**src/rtl/ebr_sp_arbiter.sv**
```systemverilog
// ebr_sp_arbiter: round-robin two-requester controller for a single-port EBR,
// with registered RAM lines, read-return pipeline and a zero-fill clear sweep.
module ebr_sp_arbiter #(
  parameter int READ_LAT     = 1,
  parameter int DEPTH        = 512,
  parameter bit CLR_ON_RESET = 1
) (
  input  logic        clk,
  input  logic        rst_n,
  input  logic        req0,
  input  logic        req1,
  input  logic        we0,
  input  logic        we1,
  input  logic [12:0] ad0_in,
  input  logic [12:0] ad1_in,
  input  logic [17:0] di0_in,
  input  logic [17:0] di1_in,
  output logic        gnt0,
  output logic        gnt1,
  output logic        rvalid0,
  output logic        rvalid1,
  output logic [17:0] rdata,
  input  logic        clr_start,
  output logic        clr_busy,
  output logic        clr_done,
  output logic        ram_ce,
  output logic        ram_we,
  output logic [12:0] ram_ad,
  output logic [17:0] ram_di,
  input  logic [17:0] ram_do
);
  typedef enum logic [1:0] {IDLE, ARB, CLEAR, DONE} state_t;
  state_t state, state_nx;
  logic ptr;
  logic [12:0] cnt;
  logic [READ_LAT:0] pv, pid;
  logic arb, sweep_end, rd_push;
  assign arb       = state == ARB && !clr_start;
  assign gnt0      = arb && req0 && (!req1 || !ptr);
  assign gnt1      = arb && req1 && (!req0 || ptr);
  assign sweep_end = cnt == 13'(DEPTH - 1);
  assign rd_push   = (gnt0 && !we0) || (gnt1 && !we1);
  assign rvalid0   = pv[READ_LAT] && !pid[READ_LAT];
  assign rvalid1   = pv[READ_LAT] && pid[READ_LAT];
  assign rdata     = ram_do;
  always_ff @(posedge clk or negedge rst_n)
    if (!rst_n) state <= IDLE;
    else state <= state_nx;
  always_comb begin
    state_nx = state == IDLE  ? ((CLR_ON_RESET || clr_start) ? CLEAR : ARB) :
               state == ARB   ? (clr_start ? CLEAR : ARB) :
               state == CLEAR ? (sweep_end ? DONE : CLEAR) : ARB;
  end
  always_comb begin
    clr_busy = state == CLEAR;
    clr_done = state == DONE;
  end
  always_ff @(posedge clk or negedge rst_n) begin
    if (!rst_n) begin
      ram_ce <= 1'b0;
      ram_we <= 1'b0;
      ram_ad <= '0;
      ram_di <= '0;
      cnt    <= '0;
      ptr    <= 1'b0;
      pv     <= '0;
      pid    <= '0;
    end else begin
      ram_ce <= gnt0 || gnt1 || clr_busy;
      ram_we <= clr_busy || (gnt0 && we0) || (gnt1 && we1);
      if (clr_busy) begin
        ram_ad <= cnt;
        ram_di <= '0;
      end else if (gnt0) begin
        ram_ad <= ad0_in;
        ram_di <= di0_in;
      end else if (gnt1) begin
        ram_ad <= ad1_in;
        ram_di <= di1_in;
      end
      cnt <= (clr_busy && !sweep_end) ? cnt + 13'd1 : '0;
      // only a contested grant hands priority to the loser
      if (req0 && req1 && (gnt0 || gnt1)) ptr <= gnt0;
      pv  <= {pv[READ_LAT-1:0], rd_push};
      pid <= {pid[READ_LAT-1:0], gnt1};
    end
  end
endmodule

```
**config.mk**
```make
export PLATFORM = sky130hd
export DESIGN_NAME = ebr_sp_arbiter
export DESIGN_NICKNAME = d
export VERILOG_FILES = /design/src/rtl/ebr_sp_arbiter.sv
export SDC_FILE = /design/constraint.sdc
export NUM_CORES = 1
export LEC_CHECK = 0
export BUFFER_PORTS_ARGS = -buffer_cell sky130_fd_sc_hd__buf_2
export CAP_MARGIN = 20
export CORE_ASPECT_RATIO = 0.7
export CORE_MARGIN = 2
export CORE_UTILIZATION = 48
export CTS_CLUSTER_SIZE = 8
export DETAILED_ROUTE_END_ITERATION = 8
export PLACE_DENSITY = 0.91
export SLEW_MARGIN = 10
export SYNTH_ARGS = -nofsm -noshare
export SYNTH_HDL_FRONTEND = slang
export SYNTH_SLANG_ARGS = --single-unit
```
**constraint.sdc**
```tcl
create_clock -name clk -period 4.7 [get_ports clk]
set_input_delay 0.47 -clock clk [delete_from_list [all_inputs] [get_ports clk]]
set_output_delay 0.47 -clock clk [all_outputs]
set_load 0.005 [all_outputs]
```
Word-level counts from Yosys, hierarchy flattened --
Cells that the tools add are included.
Storage, ports and cells: input bits 87, bits in registers 53, logic and storage cells 57
Cells by class: eq/ne operators 4, reductions and logical operators 31, $add $sub $neg 1, multiplexer cells 12
Operators by type and width (count):
- 18-bit two-way mux | 3
- 13-bit two-way mux | 4
- 1-bit logical AND | 14
- 13-bit by 1-bit adder with 13-bit output, second input constant | 1
- 13-bit by 9-bit equality test with 1-bit output, second input constant | 1
- 1-bit logical NOT | 8
- 2-bit two-way mux | 4
- 1-bit logical OR | 7
- 2-bit equality test, second input constant | 2
- 3-bit nonzero test | 1
- 2-bit by 1-bit equality test with 1-bit output, second input constant | 1
- 2-bit logical NOT | 1
- 1-bit two-way mux | 1

Longest topological paths before layout --
depth after elaboration 7, gate-level depth with buffers 6

Worst setup path after synthesis --
Ideal clock, no wire load.
path kind register to output, from register state[0], to output clr_busy, data required time 4230 ps, path slack 3144 ps, cell stages (with the launch flop) 5, arrival 1086 ps, buffers on the path 2, path through dfrtp_1 -> nand2b_1 -> buf_2 -> inv_1 -> clkbuf_1
Between the ends: word-level cells in the longest chain between the ends 1
Ends and longest elaborated chain:
- start, declared | line 33 | state_t state, state_nx;
- start signal, assigned | line 48 | else state <= state_nx;
- 2-bit equality test | line 55 | clr_busy = state == CLEAR;
- end, declared | line 24 | output logic clr_busy,
Every way passes these cells.

Worst setup path after layout --
from register state[1], to output gnt0
Between the ends: word-level cells in the longest chain between the ends 4
Ends and longest elaborated chain:
- 2-bit by 1-bit equality test with 1-bit output | line 38 | assign arb = state == ARB && !clr_start;
- 1-bit logical AND | line 38
- 1-bit logical AND (2 in series) | line 39 | assign gnt0 = arb && req0 && (!req1 || !ptr);
- end, declared | line 18 | output logic gnt0,
Every way passes these cells.

==> impl_results.rst <==
.. list-table::
   :header-rows: 1

   * - Metric
     - Value
   * - Status
     - complete, no violations
   * - Minimum setup slack after placement
     - 2590 ps
   * - First-pass iteration count of the detailed router
     - 4
   * - Top FF cell, synth
     - sky130_fd_sc_hd__dfrtp_1
   * - Net count of the mapped netlist
     - 348
   * - Die Footprint
     - 6140 um^2
   * - Cell family with most CP delay
     - buffers and inverters
   * - Delay of the slowest cell on the worst path
     - 430 ps
   * - Total wire length
     - 6.12 mm
   * - Register-to-register setup slack
     - 2570 ps
   * - Via count of the first global-routing pass
     - 2131
   * - Initial DRC count
     - 158
   * - Buffer count from post-CTS setup fixing
     - 0
   * - Core region area
     - 5290 um^2
   * - Number of max-capacitance violations reported
     - 0
   * - Routed via count divided by cell count
     - 5.31
   * - Buffer cell driving the clock tree root
     - sky130_fd_sc_hd__clkbuf_8
   * - Height of the die
     - 66.2 um
   * - Boundary pin count
     - 144
   * - Post-DP HPWL
     - 4.22 mm
   * - Count of buffer and inverter cells on the critical path
     - 3
   * - Category of the critical setup timing path
     - reg -> out
   * - Share of synthesized flip-flops with an asynchronous set or reset
     - 100%
   * - Mean Syn Cell Area
     - 10.2 um^2
   * - Kind of start point of the critical path
     - register
   * - Required time at the endpoint of the critical path
     - 4230 ps
   * - Slew at the pin closest to its max-slew limit
     - 1020 ps
   * - P per Cell Area
     - 253 nW/um^2
   * - Global-route usage over all layers
     - 20.7%
   * - Worst path arrival time
     - 1850 ps
   * - Initial Utilization
     - 50.2%
   * - Clock skew after layout
     - 12.8 ps
   * - Final Cycle Share
     - 49.3%
   * - Number of nets with antenna violations after routing
     - 0
   * - Residual overflow from global routing
     - 0
   * - Site row count
     - 22
   * - Layout area overhead
     - 21.8%
   * - Vias
     - 2218
   * - Crit. End Element
     - primary output
   * - Deepest clock path buffer count
     - 2
   * - Number of remaining DRC errors
     - 0
   * - Routed wirelength normalized by instance count
     - 14.6 um
   * - Leading cell type in the layout, fill and taps excluded
     - sky130_fd_sc_hd__buf_2
   * - Setup repair after global routing missed its margin
     - no
   * - Cell Area, Placed
     - 3120 um^2
   * - Worst vdd ir
     - 0.140 mV
   * - Total leakage power
     - 1.80 nW
   * - Number of failing setup endpoints in the final timing report
     - 0
   * - Post-synthesis cell area
     - 2650 um^2
   * - Max stage delay cell, worst path
     - sky130_fd_sc_hd__dfrtp_1
   * - Clk Latency, worst-skew pair
     - 320 ps
   * - Minimum clock period after layout
     - 2320 ps
   * - First-pass GRT wire length
     - 9.93 mm
   * - Final-layout setup total negative slack
     - 0 ps
   * - Hold_buf cts
     - 0
   * - Fin. Hold Viols
     - 0
   * - CP Max Fanout
     - 33
   * - Synth warnings
     - 0
   * - Antenna violations before repair
     - 0
   * - Total Nets Final
     - 433
   * - Normalized max-slew margin
     - 31.3%
   * - Setup slack of the critical path after layout
     - 2380 ps
   * - Commonest cells after routing, fill and taps aside
     - sky130_fd_sc_hd__buf_2 (107), sky130_fd_sc_hd__dfrtp_1 (53), sky130_fd_sc_hd__nand3_1 (37)
   * - Post-synthesis instance total
     - 260
   * - CTS tree
     - done
   * - Pin count of the biggest net entering global routing
     - 64
   * - Final non-filler cell area
     - 3230 um^2
   * - Highest achievable clock rate
     - 432 MHz
   * - Fill cell total of the finished layout
     - 477
   * - Number of levels in the clock H-tree
     - 2
   * - Number of enable-type register cells in the synthesized netlist
     - 0
   * - Number of distinct library cell variants in the gate-level netlist after synthesis
     - 34
   * - Number of I/O port buffers
     - 107
   * - Register bit total from synthesis
     - 53
   * - Register area share after synthesis
     - 50.0%
   * - Critical path cell sequence
     - nor3b_2, nand3_2, buf_4, inv_1, buf_2
   * - Final Slew Violations
     - 0
   * - Post-cts sizing count
     - 0
   * - Final weighted congestion in routability-driven placement
     - 0.789
   * - Clock buffer count from CTS
     - 5
   * - Worst Hold Class
     - in -> async
   * - Number of sinks on the clock net
     - 53
   * - Clock transition time at the flip-flop clock pins of the worst setup and hold paths
     - 100 ps
   * - Floorplan die width
     - 92.8 um
   * - Share of post-route cells with drive strength above 1
     - 36.1%
   * - Antenna cells
     - 0
==> state kept, by name (all words and copies together), names as in the netlist <==
signal  flops
ram_ce      1
state       2
ptr         1
cnt        13
pv          2
ram_we      1
ram_ad     13
pid         2
ram_di     18
==> logic make-up after synthesis <==
group	share of synthesized area [%]
AND/OR/NAND/NOR	16.1
buffers and inverters	8.40
AO/OA/AOI/OAI	9.96
adder cells (fa/ha/maj)	0.472
multiplexers	12.1
flip-flops	50.0
XOR/XNOR	2.97
==> Yosys cell counts, types with 4 or more instances <==
| cell type | count | share of area [%] |
|---|---|---|
| sky130_fd_sc_hd__nand3_1 | 37 | 7.0 |
| sky130_fd_sc_hd__xnor2_1 | 7 | 2.3 |
| sky130_fd_sc_hd__o211ai_1 | 12 | 3.4 |
| sky130_fd_sc_hd__o21ai_0 | 21 | 4.0 |
| sky130_fd_sc_hd__buf_2 | 4 | 0.76 |
| sky130_fd_sc_hd__dfrtp_1 | 53 | 50 |
| sky130_fd_sc_hd__buf_4 | 19 | 5.4 |
| sky130_fd_sc_hd__nor2_1 | 10 | 1.4 |
| sky130_fd_sc_hd__nand2_1 | 17 | 2.4 |
| sky130_fd_sc_hd__clkbuf_1 | 9 | 1.3 |
| sky130_fd_sc_hd__inv_1 | 6 | 0.85 |
| sky130_fd_sc_hd__mux2i_1 | 32 | 12 |
==> layer usage <==
| layer | vias up | global-route usage, % | part of all wire [%] |
|---|---|---|---|
| li1 | 1069 | - | - |
| met1 | 1046 | 26.1 | 43 |
| met2 | 94 | 34.5 | 47 |
| met3 | 9 | 7.07 | 8.2 |
| met4 | 0 | 4.96 | 1.6 |
| met5 | - | 0 | 0 |
==> report_power, final <==
group	switching [mW]	internal, mW
Sequential	0	0.456
Combinational	0.0217	0.0257
Clock	0.156	0.160
==> through the flow <==
step	hold WS (ps)	cells	total power [mW]	util [%]
4_1_cts	279	418	0.829	61.1
3_3_place_gp	334	410	0.511	59.0
3_5_place_dp	337	410	0.513	59.0
2_1_floorplan	174	260	0.485	-
5_1_grt	310	418	0.858	61.1
6_report	250	418	0.819	61.1
==> area by class of cell <==
cell class	instances	area (um^2)	area share, %
Sequential cell	53	1330	41.1
Multi-Input combinational cell	168	1110	34.5
Timing Repair Buffer	111	566	17.5
Tap cell	72	90.1	2.79
Clock buffer	5	68.8	2.13
Clock inverter	3	43.8	1.36
Inverter	6	22.5	0.697
==> worst paths after layout <==
kind	from	endpoint	cells after the start
max	state[1]	gnt0	5
min	rst_n	ram_ad[0]	2
max reg2reg	cnt[9]	state[0]	3
min reg2reg	pid[0]	pid[1]	0
max in group asynchronous	rst_n	ram_ad[4]	2
min in group clk	we1	pv[0]	2
Power figures use the tool's default switching activity.
